### src/rtl/druaga_rom_loader.sv
// ROM download loader: takes a header byte (game model) followed by the ROM image
// and writes the image bytes through a 4-entry FIFO, keeping a minimum spacing between writes.
module druaga_rom_loader #(
    parameter int unsigned ROM_BYTES = 17'h13600,
    parameter int unsigned GAP       = 2
) (
    input  logic        MCLK,
    input  logic        RESET,
    input  logic        DL_START,
    input  logic        DL_VALID,
    input  logic [7:0]  DL_DATA,
    output logic        DL_READY,
    output logic        ROMCL,
    output logic [16:0] ROMAD,
    output logic [7:0]  ROMDT,
    output logic        ROMEN,
    output logic [2:0]  MODEL,
    output logic        BUSY,
    output logic        DONE,
    output logic        OVF,
    output logic [7:0]  CSUM
);

    localparam logic [1:0] S_IDLE   = 2'd0;
    localparam logic [1:0] S_HEADER = 2'd1;
    localparam logic [1:0] S_LOAD   = 2'd2;
    localparam logic [1:0] S_FIN    = 2'd3;

    localparam logic [16:0] LAST_AD    = 17'(ROM_BYTES - 1);
    localparam logic [3:0]  GAP_RELOAD = 4'(GAP - 1);

    logic [1:0]  state;
    logic [7:0]  fifo [4];
    logic [1:0]  wr_ptr;
    logic [1:0]  rd_ptr;
    logic [2:0]  count;
    logic [3:0]  gap_cnt;
    logic [16:0] addr;

    logic pop_rdy;
    logic pop;
    logic accept;
    logic push;
    logic last_pop;

    assign ROMCL = MCLK;
    assign BUSY  = (state == S_HEADER) || (state == S_LOAD);
    assign DONE  = (state == S_FIN);

    // pop_rdy ignores DL_START so the ready path does not depend on the restart pulse
    assign pop_rdy  = (state == S_LOAD) && (count != 3'd0) && (gap_cnt == 4'd0)
                      && (32'(addr) < ROM_BYTES);
    assign pop      = pop_rdy && !DL_START;
    assign accept   = DL_VALID && DL_READY && !DL_START;
    assign push     = accept && (state == S_LOAD);
    assign last_pop = pop && (addr == LAST_AD);

    always_comb begin
        DL_READY = 1'b0;
        case (state)
            S_HEADER: DL_READY = 1'b1;
            S_LOAD:   DL_READY = (count != 3'd4) || pop_rdy;
            S_FIN:    DL_READY = 1'b1;
            default:  DL_READY = 1'b0;
        endcase
    end

    always_ff @(posedge MCLK) begin
        if (push)
            fifo[wr_ptr] <= DL_DATA;
    end

    always_ff @(posedge MCLK or posedge RESET) begin
        if (RESET) begin
            state   <= S_IDLE;
            wr_ptr  <= '0;
            rd_ptr  <= '0;
            count   <= '0;
            gap_cnt <= '0;
            addr    <= '0;
            CSUM    <= '0;
            ROMAD   <= '0;
            ROMDT   <= '0;
            ROMEN   <= 1'b0;
            MODEL   <= '0;
            OVF     <= 1'b0;
        end else begin
            ROMEN <= 1'b0;
            if (DL_START) begin
                state   <= S_HEADER;
                wr_ptr  <= '0;
                rd_ptr  <= '0;
                count   <= '0;
                gap_cnt <= '0;
                addr    <= '0;
                CSUM    <= '0;
                OVF     <= 1'b0;
            end else begin
                if (gap_cnt != 4'd0)
                    gap_cnt <= gap_cnt - 4'd1;
                case (state)
                    S_HEADER: begin
                        if (accept) begin
                            MODEL <= DL_DATA[2:0];
                            state <= S_LOAD;
                        end
                    end
                    S_LOAD: begin
                        if (pop) begin
                            ROMDT   <= fifo[rd_ptr];
                            ROMAD   <= addr;
                            ROMEN   <= 1'b1;
                            gap_cnt <= GAP_RELOAD;
                            addr    <= addr + 17'd1;
                            CSUM    <= CSUM + fifo[rd_ptr];
                            rd_ptr  <= rd_ptr + 2'd1;
                        end
                        // final write: leftover or same-cycle bytes are dropped and flagged
                        if (last_pop) begin
                            state  <= S_FIN;
                            wr_ptr <= '0;
                            rd_ptr <= '0;
                            count  <= '0;
                            if ((count > 3'd1) || push)
                                OVF <= 1'b1;
                        end else begin
                            if (push)
                                wr_ptr <= wr_ptr + 2'd1;
                            case ({push, pop})
                                2'b10:   count <= count + 3'd1;
                                2'b01:   count <= count - 3'd1;
                                default: count <= count;
                            endcase
                        end
                    end
                    S_FIN: begin
                        if (accept)
                            OVF <= 1'b1;
                    end
                    default: ;
                endcase
            end
        end
    end

endmodule

### config.mk
export PLATFORM = sky130hd
export DESIGN_NAME = druaga_rom_loader
export DESIGN_NICKNAME = d
export VERILOG_FILES = /design/src/rtl/druaga_rom_loader.sv
export SDC_FILE = /design/constraint.sdc
export NUM_CORES = 1
export LEC_CHECK = 0
export CORE_MARGIN = 8
export CORE_UTILIZATION = 40
export CTS_BUF_LIST = sky130_fd_sc_hd__clkbuf_8 sky130_fd_sc_hd__clkbuf_16
export CTS_CLUSTER_SIZE = 28
export DETAILED_ROUTE_END_ITERATION = 6
export GPL_TIMING_DRIVEN = 0
export PLACE_DENSITY = 0.6
export SYNTH_ARGS = -nofsm -noshare
export SYNTH_HDL_FRONTEND = slang
export SYNTH_SLANG_ARGS = --single-unit
### constraint.sdc
create_clock -name MCLK -period 4.4 [get_ports MCLK]
set_clock_uncertainty 0.2 [all_clocks]
set_input_delay 0.44 -clock MCLK [delete_from_list [all_inputs] [get_ports MCLK]]
set_output_delay 0.44 -clock MCLK [all_outputs]
set_load 0.05 [all_outputs]
# Word level (Yosys, flattened, before mapping)
# Memories as Yosys holds them, arrays and structs flattened.
# Index checks and enable logic that the tools add are counted.
# word_totals
mem_count	1
word_cells	102
in_bits	12
out_inout_bits	42
mem_bits_rw	32
regBits	68
# op_classes
n_addsub	7
n_mux	37
order_cmp	2
n_eq_ne	11
n_bitwise	1
reduce_logical	31
# mem_list
memory	depth	word_bits	rd	rd_ports_with_merged_regs	write_ports	line_no	text
fifo	4	8	1	0	1	33	logic [7:0] fifo [4];
# op_table
cell	n
$mux W17	3
$mux W8	3
$mux W2	11
$add A17 B1 Y17 const B	1
$eq A17 B17 Y1 const B	1
$lt A17 B17 Y1 const B	1
$mux W4	4
$reduce_bool A3 Y1	5
$mux W1	9
$mux W3	3
$ne A3 B3 Y1 const B	3
$reduce_and A3 Y1	3
$add A8 B8 Y8	1
$logic_and A1 B1 Y1	8
$reduce_and A2 Y1	4
$reduce_bool A4 Y1	2
$eq A2 B2 Y1 const B	3
$ne A3 B2 Y1 const B	2
$pmux W3 S2	1
$add A2 B1 Y2 const B	2
$eq A2 B1 Y1 const B	2
$logic_not A4 Y1	1
$pmux W1 S2	2
$pmux W2 S2	1
other kinds (10)	13

# Logic depth before layout (Yosys ltp)
# Gate-level depths: netlist (run 1).
# logic_depth
ltp_word	14
depth_mapped	14
mapped_depth_nobuf	13

==> results_dict.tcl, run 1 <==
set metrics [dict create \
    p_int_mw 1.83 \
    cts_setup_buffers 0 \
    wirelength_um 9590 \
    timing.hold.ws_ns 0.307 \
    placed_cell_area_um2 5490 \
    synth_top_family_by_area "simple AND/OR/NAND/NOR gates" \
    utilization_pct 49.8 \
    p_comb_share_pct 13.9 \
    critPathLaunchType "clock port" \
    die_y_um 125 \
    vias 2964 \
    syn_inst 363 \
    arrival_ns 3.25 \
    timing.max_cap.violations 0 \
    rrSetupSlack_ns 1.06 \
    synthAdderAreaFrac_pct 5.91 \
    yosysMostFrequentCell "dfrtp_1" \
    syn_nets 397 \
    tightest_slew_ns 0.840 \
    status "complete, no violations" \
    ctsResizeCount 0 \
    post-place-cells 562 \
    diodes 0 \
    power_frac_seq_pct 41.1 \
    synthSimpleGateAreaFrac_pct 12.5 \
    synthesis.area_um2 4780 \
    start_util_pct 40.3 \
    cp-end-kind "output pin" \
    row_count 40 \
    synth.top_cell.area_share_pct 35.6 \
    fillers 1057 \
    drt_iter0_drc 199 \
    yosysSeqAreaShare_pct 55.7 \
    fin_crit_ns 3.89 \
    nNetsFinal 463 \
    area_growth_pct 23.6 \
    switching_share_pct 26.3 \
    ir_drop_mv 0.459 \
    yosysWarnings 0 \
    die-area_um2 15700 \
    synth.avg_cell_area_um2 13.2 \
    synthTopCellsByCount "68 x dfrtp_1, 32 x edfxtp_1, 30 x nor2_1, 23 x a21oi_1, 21 x ha_1" \
    synthArstFlopShare_pct 68.0 \
    synth_area_leader_cell "dfrtp_1" \
    grt_pass1_vias 3055 \
    synthFlopType "dfrtp_1" \
    p_switching_mw 0.652 \
    hold_path.class "reg2reg" \
    first_pass_iters 4 \
    avgViaCountPerCell 5.10 \
    grt_antenna_before_repair 0 \
    cts_tree "yes" \
    hold_buffers 0 \
    post-route-period-util_pct 88.5 \
    stdcell_area_um2 5910 \
    gp_congestion 0.786 \
    setup_viol 0 \
    ys_seq_elements 100 \
    synth_xor_xnor_area_share_pct 4.21 \
    clkPwrFrac_pct 44.9 \
    final_hold_viol_count 0 \
    synth_cell_type_count 59 \
    path_clk_slew_ns 0.07 \
    crit_required_ns 3.76 \
    die_w_um 125 \
    grt_pass1_wl_um 15900 \
    gr-total-overflow 0 \
    core_um2 11900 \
    drc 0 \
    critPathKind "clk2out" \
    insertion_delay_ns 0.45 \
    slew-limit-headroom_pct 44.0 \
    stdcell_count 581 \
    drive_above_1_share_pct 18.0 \
    ios 54 \
    wire_per_inst_um 16.5 \
    max_freq_mhz 258 \
    setup-tns-final_ns 0 \
    synth_compound_area_share_pct 6.75 \
    grt_max_degree 69 \
    postRouteAntennaNets 0 \
    synth_edf_count 32 \
    finalMaxSlewViolations 0 \
    power_leakage_nw 2.45 \
    dp_hpwl_um 6750 \
    synthTopCellsByArea "dfrtp_1 36%, edfxtp_1 20%, mux2_4 5.7%" \
    critPathMaxFanout 2 \
    portBuffers 52 \
    grt_setup_unrepaired "false" \
    grt_usage_pct 13.0 \
    synthMuxAreaShare_pct 12.2 \
    p_per_area_nw_per_um2 420 \
]
## power groups by stage
| stage | clock network, mW | registers, mW | logic, mW |
|---|---|---|---|
| global route | 1.18 | 1.02 | 0.375 |
| floorplan | 0.0490 | 1.09 | 0.197 |
| CTS | 1.14 | 1.02 | 0.350 |
| detailed placement | 0.0650 | 1.04 | 0.346 |
| finish | 1.11 | 1.02 | 0.346 |
| global placement | 0.0650 | 1.04 | 0.344 |
## final cells by class
cell class | instances | area (um^2) | share of cell area [%]
inverter | 13 | 51.3 | 0.868
timing repair buffer | 51 | 510 | 8.64
tap | 147 | 184 | 3.11
sequential | 100 | 2660 | 45.1
multi-input combinational | 236 | 1990 | 33.6
clock inverter | 7 | 121 | 2.05
clock buffer | 13 | 310 | 5.25
buffer | 14 | 82.6 | 1.40
## flip-flops by register name, indices dropped and copies added (netlist names)
| name | cells |
|---|---|
| wr_ptr | 2 |
| rd_ptr | 2 |
| gap_cnt | 4 |
| OVF | 1 |
| ROMAD | 17 |
| MODEL | 3 |
| ROMEN | 1 |
| state | 2 |
| CSUM | 8 |
| addr | 17 |
| count | 3 |
| fifo | 32 |
| ROMDT | 8 |
## path summary, 6_finish.rpt
| check | start | end | cells past startpoint |
|---|---|---|---|
| setup / recovery | MCLK | ROMCL | 4 |
| hold / removal | ROMAD[4]$_DFFE_PP0P_ | ROMAD[4]$_DFFE_PP0P_ | 1 |
| setup reg to reg | rd_ptr[0]$_DFFE_PP0P_ | CSUM[7]$_DFFE_PP0P_ | 9 |
| hold reg to reg | ROMAD[4]$_DFFE_PP0P_ | ROMAD[4]$_DFFE_PP0P_ | 1 |
| max in group asynchronous | RESET | ROMDT[7]$_DFFE_PP0P_ | 2 |
| min in group asynchronous | RESET | ROMAD[2]$_DFFE_PP0P_ | 2 |
## metal layers
| metal | track usage (%) | routed length [um] | vias to the layer above |
|---|---|---|---|
| li1 | - | - | 1429 |
| met1 | 15.7 | 4260 | 1483 |
| met2 | 20.2 | 4700 | 42 |
| met3 | 4.59 | 485 | 10 |
| met4 | 6.59 | 142 | 0 |
| met5 | 0 | 0 | - |
## cells by family after synthesis
| kind of cell | Yosys count |
|---|---|
| buffers and inverters | 27 |
| adders and majority gates | 22 |
| AOI/OAI and AO/OA | 49 |
| muxes | 38 |
| xor gates and xnor gates | 23 |
| and+or+nand+nor | 104 |
| DFF | 100 |
## critical path: stages
cell             delay, ns
clkbuf_16             0.12
clkbuf_16             0.13
buf_4                 0.12
clkdlybuf4s50_1       0.69
## metrics by stage
stage               setup WS (ns)  total power [mW]
floorplan                    1.34              1.34
finish                      0.507              2.48
global route                0.394              2.58
global placement            0.774              1.45
detailed placement          0.774              1.45
CTS                         0.493              2.51
## layout by cell type, fill, tap and decap left out, types with 2 or more instances in the layout
cell,synthesis,final
and4_1,2,2
buf_2,3,3
inv_1,13,12
nor3_1,8,8
clkbuf_1,6,6
ha_1,21,21
nand4_1,3,3
clkbuf_16,0,12
nor2_1,30,30
a21oi_1,23,23
a21o_1,3,3
edfxtp_1,32,32
bufinv_16,0,3
mux4_2,8,8
inv_6,0,2
xnor2_1,13,13
mux2_4,18,18
nor2_2,2,2
nand3b_1,3,3
xor2_1,10,10
and3_1,3,3
nand2_1,20,20
o21ai_0,8,8
clkdlybuf4s50_1,0,52
nand3_1,6,6
nor2b_1,2,2
and2_1,4,4
nand2b_1,5,5
dfrtp_1,68,68
mux2_2,11,11
a211oi_1,2,2
or3_1,3,3
buf_6,3,3
(Power assumes the default switching activity.)
==> inputs of run 2 (changes only) <==
Settings changed: ABC_CLOCK_PERIOD_IN_PS set to 4400, CORE_ASPECT_RATIO set to 0.6.
==> results_dict.tcl, run 2 (synthesized netlist as in run 1, its figures left out) <==
set metrics [dict create \
    wirelength_um 10000 \
    cts_setup_buffers 0 \
    slew-limit-headroom_pct 43.5 \
    ctsResizeCount 0 \
    finalMaxSlewViolations 0 \
    wire_per_inst_um 16.7 \
    placed_cell_area_um2 5510 \
    r2r_start "rd_ptr[0]$_DFFE_PP0P_" \
    ff2ff_path_depth 9 \
    crit_required_ns 3.76 \
    cp-startpoint "gap_cnt[0]$_DFF_PP0_" \
    critPathKind "reg2out" \
    top_usage_layer "met1" \
    tightest_slew_ns 0.848 \
    row_count 31 \
    cp-end-kind "output pin" \
    drive_above_1_share_pct 18.0 \
    path_clk_slew_ns 0.08 \
    drc 0 \
    setup_viol 0 \
    grt_pass1_vias 3049 \
    drt_iter0_drc 143 \
    fillers 1050 \
    diodes 0 \
    die_y_um 101 \
    rrSetupSlack_ns 1.02 \
    gp_congestion 0.765 \
    top_regs "fifo x32, ROMAD x17, addr x17" \
    portBuffers 52 \
    grt_usage_pct 13.6 \
    ios 54 \
    grt_util_met3_pct 5.05 \
    setup-tns-final_ns 0 \
    hold_path.class "in2async" \
    cp_slowest_cell "clkdlybuf4s50_1" \
    core_um2 11900 \
    avgViaCountPerCell 4.94 \
    layout_common_cells "68 x dfrtp_1, 52 x clkdlybuf4s50_1, 32 x edfxtp_1" \
    hold_buffers 0 \
    largest_register_ffs 32 \
    grt_antenna_before_repair 0 \
    insertion_delay_ns 0.46 \
    start_util_pct 40.3 \
    post-route-period-util_pct 88.5 \
    grt_setup_unrepaired "false" \
    first_pass_iters 5 \
    critPathLaunchType "register" \
    cts_tree "yes" \
    p_total_mw 2.35 \
    stdcell_area_um2 5880 \
    nNetsFinal 463 \
    final_common_cell "dfrtp_1" \
    seq_area_um2 2660 \
    grt_max_degree 69 \
    critPathMaxFanout 10 \
    final_hold_viol_count 0 \
    vias 2960 \
    max_freq_mhz 257 \
    grt_pass1_wl_um 16300 \
    use_met2_pct 18.3 \
    utilization_pct 49.5 \
    postRouteAntennaNets 0 \
    timing.max_cap.violations 0 \
    area_growth_pct 23.0 \
    power_leakage_nw 2.43 \
    die_w_um 157 \
    crit_path_cell_trace "inv_1 > ha_1 > nor3b_4 > nand3_4 > or2_1 > buf_6 > buf_2 > a21oi_1 > clkdlybuf4s50_1" \
    endpoint "DL_READY" \
    ir_drop_mv 0.483 \
    rr_endpoint "CSUM[7]$_DFFE_PP0P_" \
    met1_usage_pct 19.3 \
    multiInputGateArea_um2 1990 \
    largest-register "fifo" \
    arrival_ns 3.26 \
    status "complete, no violations" \
    fin_crit_ns 3.90 \
    max_stage_delay_ns 0.83 \
    die-area_um2 15800 \
    gr-total-overflow 0 \
    p_per_area_nw_per_um2 399 \
    dp_hpwl_um 7300 \
]
run 2: critical path: cells and delay by family (launching register included):
family | cells | cell delay (ns)
AO/OA/AOI/OAI | 1 | 0.19
buffers and inverters | 4 | 1.28
flip-flops | 1 | 0.38
AND/OR/NAND/NOR | 3 | 0.72
adder cells (fa/ha/maj) | 1 | 0.22
run 2: worst min path at each step:
stage | startpoint | endpoint | slack, ns | depth (start not counted)
after floorplan | addr[16]$_DFFE_PP0P_ | ROMAD[16]$_DFFE_PP0P_ | 0.28 | 1
after global placement | MODEL[0]$_DFFE_PP0P_ | MODEL[0]$_DFFE_PP0P_ | 0.29 | 1
after detailed placement | addr[16]$_DFFE_PP0P_ | ROMAD[16]$_DFFE_PP0P_ | 0.29 | 1
after CTS | DL_START | ROMEN$_DFF_PP0_ | 0.30 | 3
after global routing | DL_START | ROMEN$_DFF_PP0_ | 0.31 | 3
final | RESET | ROMEN$_DFF_PP0_ | 0.30 | 2
run 2: through the flow:
step                worst slack (ns)  hold slack, ns  instances
finish                         0.504           0.298        599
global route                   0.348           0.310        599
CTS                            0.497           0.301        599
detailed placement             0.774           0.291        580
global placement               0.774           0.292        580
floorplan                       1.34           0.281        363
run 2: cell type report:
class,instances,area share (%)
sequential,100,45.3
inverter,13,0.873
clock inverter,6,0.915
timing repair buffer,51,8.68
tap,165,3.51
multi-input combinational,236,33.8
clock buffer,14,5.51
buffer,14,1.40
run 2: where the power goes:
group | leakage, nW | switching [mW] | internal [mW] | total [mW]
clock network | 0.189 | 0.428 | 0.552 | 0.980
registers | 1.22 | 0.0269 | 0.994 | 1.02
logic | 1.01 | 0.216 | 0.132 | 0.347
total | 2.43 | 0.670 | 1.68 | 2.35
run 2: layer usage:
metal	up-vias	share of wire, %
met5	-	0
met3	10	6.0
met2	55	39
li1	1434	-
met1	1461	54
met4	0	1.3
==> inputs of run 3 (changes only) <==
Settings changed: GPL_ROUTABILITY_DRIVEN set to 0.
==> results of run 3 <==
No change in the layout: final DEF, timing and power equal those of run 2.
==> RTL edit 1: new RTL, flow settings as in run 1 <==
Make the reset (`RESET`) synchronous in one clocked block.
--- a/src/rtl/druaga_rom_loader.sv
+++ b/src/rtl/druaga_rom_loader.sv
@@ -70,7 +70,7 @@
             fifo[wr_ptr] <= DL_DATA;
     end
 
-    always_ff @(posedge MCLK or posedge RESET) begin
+    always_ff @(posedge MCLK) begin
         if (RESET) begin
             state   <= S_IDLE;
             wr_ptr  <= '0;
Check against the original RTL: differs if RESET is asserted again (counterexample within 4 cycles, from zero or initial values and one cycle with RESET high); with RESET held inactive, the same outputs for 10 cycles.
==> RTL edit 1 against run 1 <==
Cell area fell by 4.3%; wire length rose by 14%; via count rose by 19%; global-route usage rose by 2.1 points; worst setup slack improved by 0.0048 ns; non-clock buffer count rose by 10; power fell by 12%; synthesized area fell by 4.4%; sequential cell count rose by 2; die area fell by 3.8%.
==> RTL edit 1: results (changes against run 1) <==
Setup path
  • Worst r2r dst: CSUM[6]$_SDFFE_PP0P_ (was CSUM[7]$_DFFE_PP0P_)
  • Worst path arrival time: 3.25 ns (about the same)
  • Crit path from: MCLK (unchanged)
  • FF-to-FF path depth: 11 (was 9)

Routing
  • Vias per cell: 5.235 (was 5.102)
  • Routed WL per cell: 16.23 um (was 16.51 um)
  • Initial DRC Count: 193 (was 199)
  • 1st-pass router iterations: 5 (was 4)

Global routing
  • Largest net degree at the start of global routing: 18 (was 69)
  • First-pass GRT wire length: 17,510 um (was 15,860 um)
  • Vias in the first global route: 3,496 (was 3,055)
  • GRT Overall Usage: 15.09% (was 12.98%)

Place
  • Detailed-placement wirelength estimate: 7985 um (was 6754 um)
  • # port buffers: 53 (was 52)
  • Placed instance area: 5280 sq um (was 5488 sq um)
  • Dpl ws: 0.7745 ns (unchanged)

Power and ir drop
  • Internal power: 1653 uW (was 1827 uW)
  • Switching power: 522.7 uW (was 652.4 uW)
  • VDD IR max: 0.0003026 V (was 0.0004595 V)

Layout
  • Layout area overhead: 23.68% (was 23.61%)
  • Share of layout cells above drive strength 1: 9.452% (was 17.97%)
  • Biggest regs: fifo x32, ROMAD x17, addr x17 (unchanged)
  • Fillers: 1,064 (was 1,057)
  • Nets: 558 (was 463)

STA
  • Post-layout worst setup margin: 0.5118 ns (was 0.5070 ns)
  • Rel. slew slack: 42.57% (was 44.00%)

Logic synthesis
  • Synth Net Count: 491 (was 397)
  • Commonest cells post-synth: nand2_1, dfxtp_1, a21oi_1, nor2_1, edfxtp_1 (was dfrtp_1, edfxtp_1, nor2_1, a21oi_1, ha_1)
  • Largest cells by area after synthesis: dfxtp_1, edfxtp_1, nand2_1 (was dfrtp_1, edfxtp_1, mux2_4)
  • Yosys cell types: 56 (was 59)
  • Sequential element share of the synthesized area: 51.68% (was 55.69%)
  • Post-synth ARST share: 0% (was 68.00%)

Run status
  • Status: complete, no violations (unchanged)

Hold path
  • WHS Path Cells: 2 (was 1)
  • HP Start: ROMAD[1]$_SDFFE_PP0P_ (was ROMAD[4]$_DFFE_PP0P_)
  • Hold EP: ROMAD[1]$_SDFFE_PP0P_ (was ROMAD[4]$_DFFE_PP0P_)

Die
  • Chip width: 122.9 um (was 125.3 um)
[RTL edit 1: final cells by class]
cell class                      instances  area [sq um]  area share [%]
Clock buffer                           13         310.3           5.489
Inverter                               16         60.06           1.062
Timing Repair Buffer                   52         520.5           9.208
Buffer                                 23         113.9           2.014
Tap cell                              143         178.9           3.165
Clock inverter                          7         72.57           1.284
Multi-Input combinational cell        316          2034           35.99
Sequential cell                       102          2362           41.79
[RTL edit 1: worst max-delay path, delay by kind of cell]
| kind | cells | cell delay [ns] |
|---|---|---|
| buf+inv | 4 | 1.05 |
[RTL edit 1: cell families (layout without fill, tap and decap cells)]
family	count (synthesis)	in the layout	synth area share, %
adder cells (fa/ha/maj)	22	22	6.187
multiplexers	11	11	4.626
AO/OA/AOI/OAI	82	82	10.81
flip-flops	102	102	51.68
XOR/XNOR	23	23	4.407
AND/OR/NAND/NOR	178	178	18.48
buffers and inverters	39	111	3.805
[RTL edit 1: metrics by stage]
step	hold WS, ns	instances
after global placement	0.2429	653
after CTS	0.2583	672
final	0.2541	672
after global routing	0.2787	672
after floorplan	0.2535	457
after detailed placement	0.2487	653
[RTL edit 1: power groups by stage]
stage          registers, uW  clock network (uW)  logic (uW)
3_3_place_gp            1020                65.0         182
5_1_grt                 1000                1040         205
2_1_floorplan           1020                49.0         139
4_1_cts                 1000                1020         187
6_report                1000                 989         184
3_5_place_dp            1020                65.0         186
[RTL edit 1: layer usage]
metal	share of wire, %	GRT usage, %
met5	0	0
met4	1.5	5.941
met3	7.1	5.205
met2	49	25.35
met1	43	17.35
==> RTL edit 2: new RTL, settings of run 1 <==
Made on the original files. `ROM_BYTES`: 17'h13600 -> 17'h0E880.
--- a/src/rtl/druaga_rom_loader.sv
+++ b/src/rtl/druaga_rom_loader.sv
@@ -1,7 +1,7 @@
 // ROM download loader: takes a header byte (game model) followed by the ROM image
 // and writes the image bytes through a 4-entry FIFO, keeping a minimum spacing between writes.
 module druaga_rom_loader #(
-    parameter int unsigned ROM_BYTES = 17'h13600,
+    parameter int unsigned ROM_BYTES = 17'h0E880,
     parameter int unsigned GAP       = 2
 ) (
     input  logic        MCLK,
Function: same outputs for any inputs over 10 cycles, from zero or initial values and one cycle with RESET high; that may be too few to reach the edited logic, so the function may still have changed.
==> RTL edit 2 against run 1 <==
Critical path depth rose by 4; critical path type is now register to primary output; sequential cell count did not move; worst setup slack got worse by 0.25 ns; wire length rose by 3.8%; cell area fell by 1.4%; hold slack got worse by 0.0070 ns; clock power fell by 15%; synthesized area fell by 0.29%; via count rose by 6.2%; utilization fell by 0.49 points; largest cell class unchanged; power fell by 1.6%.
==> RTL edit 2: results (changes against run 1) <==
Layout
  • Ant diodes: 0 (unchanged)
  • Nets: 482 (was 463)
  • Fillers: 1,114 (was 1,057)
  • Share of layout cells above drive strength 1: 15.49% (was 17.97%)

Routing
  • Routed wl met3: 510 um (was 485 um)
  • Vias per cell: 5.255 (was 5.102)
  • WL met2: 4908 um (was 4703 um)
  • Initial DRC Count: 170 (was 199)
  • Sum of routed wire segments on met1: 4412 um (was 4258 um)
  • Routed WL per cell: 16.62 um (was 16.51 um)
  • Final WL: 9957 um (was 9590 um)

Logic synthesis
  • Commonest cells post-synth: dfrtp_1, edfxtp_1, mux2_2, a21oi_1, nand2_1 (was dfrtp_1, edfxtp_1, nor2_1, a21oi_1, ha_1)
  • XOR/XNOR share of the synthesized area: 2.388% (was 4.214%)
  • Synthesized area per cell: 12.51 sq um (was 13.17 sq um)
  • Sequential element share of the synthesized area: 55.85% (was 55.69%)
  • Synth Area in Compound Gates: 8.556% (was 6.752%)
  • Synth Area in Adders: 6.194% (was 5.915%)
  • Multiplexer share of the synthesized area: 11.52% (was 12.22%)
  • Yosys cell types: 56 (was 59)
  • Largest cells by area after synthesis: dfrtp_1, edfxtp_1, mux2_2 (was dfrtp_1, edfxtp_1, mux2_4)

Setup path
  • FF-to-FF path depth: 8 (was 9)
  • CP Capture Point: DL_READY (was ROMCL)
  • Cell family with most CP delay: simple AND/OR/NAND/NOR gates (was buffers and inverters)
  • CP peak stage delay: 0.80 ns (was 0.69 ns)
  • Crit path from: gap_cnt[0]$_DFF_PP0_ (was MCLK)
  • Crit path max fanout: 5 (was 2)
  • Reg2reg setup slack: 0.71 ns (was 1.06 ns)
  • Worst path arrival time: 3.50 ns (was 3.25 ns)

Global routing
  • Grt met1 use: 15.76% (was 15.67%)
  • Vias in the first global route: 3,343 (was 3,055)
  • GRT Overall Usage: 13.54% (was 12.98%)
  • Met2 usage: 22.34% (was 20.17%)
  • GR Layer Usage met3: 4.760% (was 4.590%)
  • First-pass GRT wire length: 16,810 um (was 15,860 um)

Place
  • Placed cells: 580 (was 562)
  • Gp weighted congestion: 0.7939 (was 0.7864)
  • Dpl ws: 0.5899 ns (was 0.7745 ns)
  • Detailed-placement wirelength estimate: 7104 um (was 6754 um)
  • Placed instance area: 5474 sq um (was 5488 sq um)

Hold path
  • Hold EP: ROMAD[16]$_DFFE_PP0P_ (was ROMAD[4]$_DFFE_PP0P_)
  • HP Start: ROMAD[16]$_DFFE_PP0P_ (was ROMAD[4]$_DFFE_PP0P_)

STA
  • Final hold slack: 0.2998 ns (was 0.3068 ns)
  • Worst-Margin Slew: 0.8757 ns (was 0.8400 ns)

Power and ir drop
  • Leakage: 0.002374 uW (was 0.002455 uW)
  • VDD IR max: 0.0003120 V (was 0.0004595 V)

Run status
  • Status: complete, no violations (unchanged)
RTL edit 2: cell types whose count changed in the layout (fill, tap and decap cells not counted), moves of 5 or more:
cell,delta
mux2_2,+19
mux2_4,-18
nor2_1,-9
inv_1,+8
nor2b_1,+5
or4_1,+5
xnor2_1,-5
xor2_1,-5
RTL edit 2: cell type report:
cell class | instances | area (sq um) | share of cell area (%)
clock inverters | 7 | 50.05 | 0.8589
multi-input cells | 246 | 1954 | 33.54
repair buffers | 51 | 510.5 | 8.761
flip-flops and latches | 100 | 2663 | 45.69
inverters | 20 | 77.57 | 1.331
clock buffers | 13 | 310.3 | 5.325
well taps | 147 | 183.9 | 3.157
plain buffers | 15 | 77.57 | 1.331
RTL edit 2: power by group:
part | total (uW) | internal [uW] | leakage (uW) | switching, uW
combinational | 465 | 175 | 0.000971 | 290
clock | 941 | 529 | 0.000180 | 413
sequential | 1030 | 1000 | 0.00122 | 31.5
total | 2440 | 1710 | 0.00237 | 734
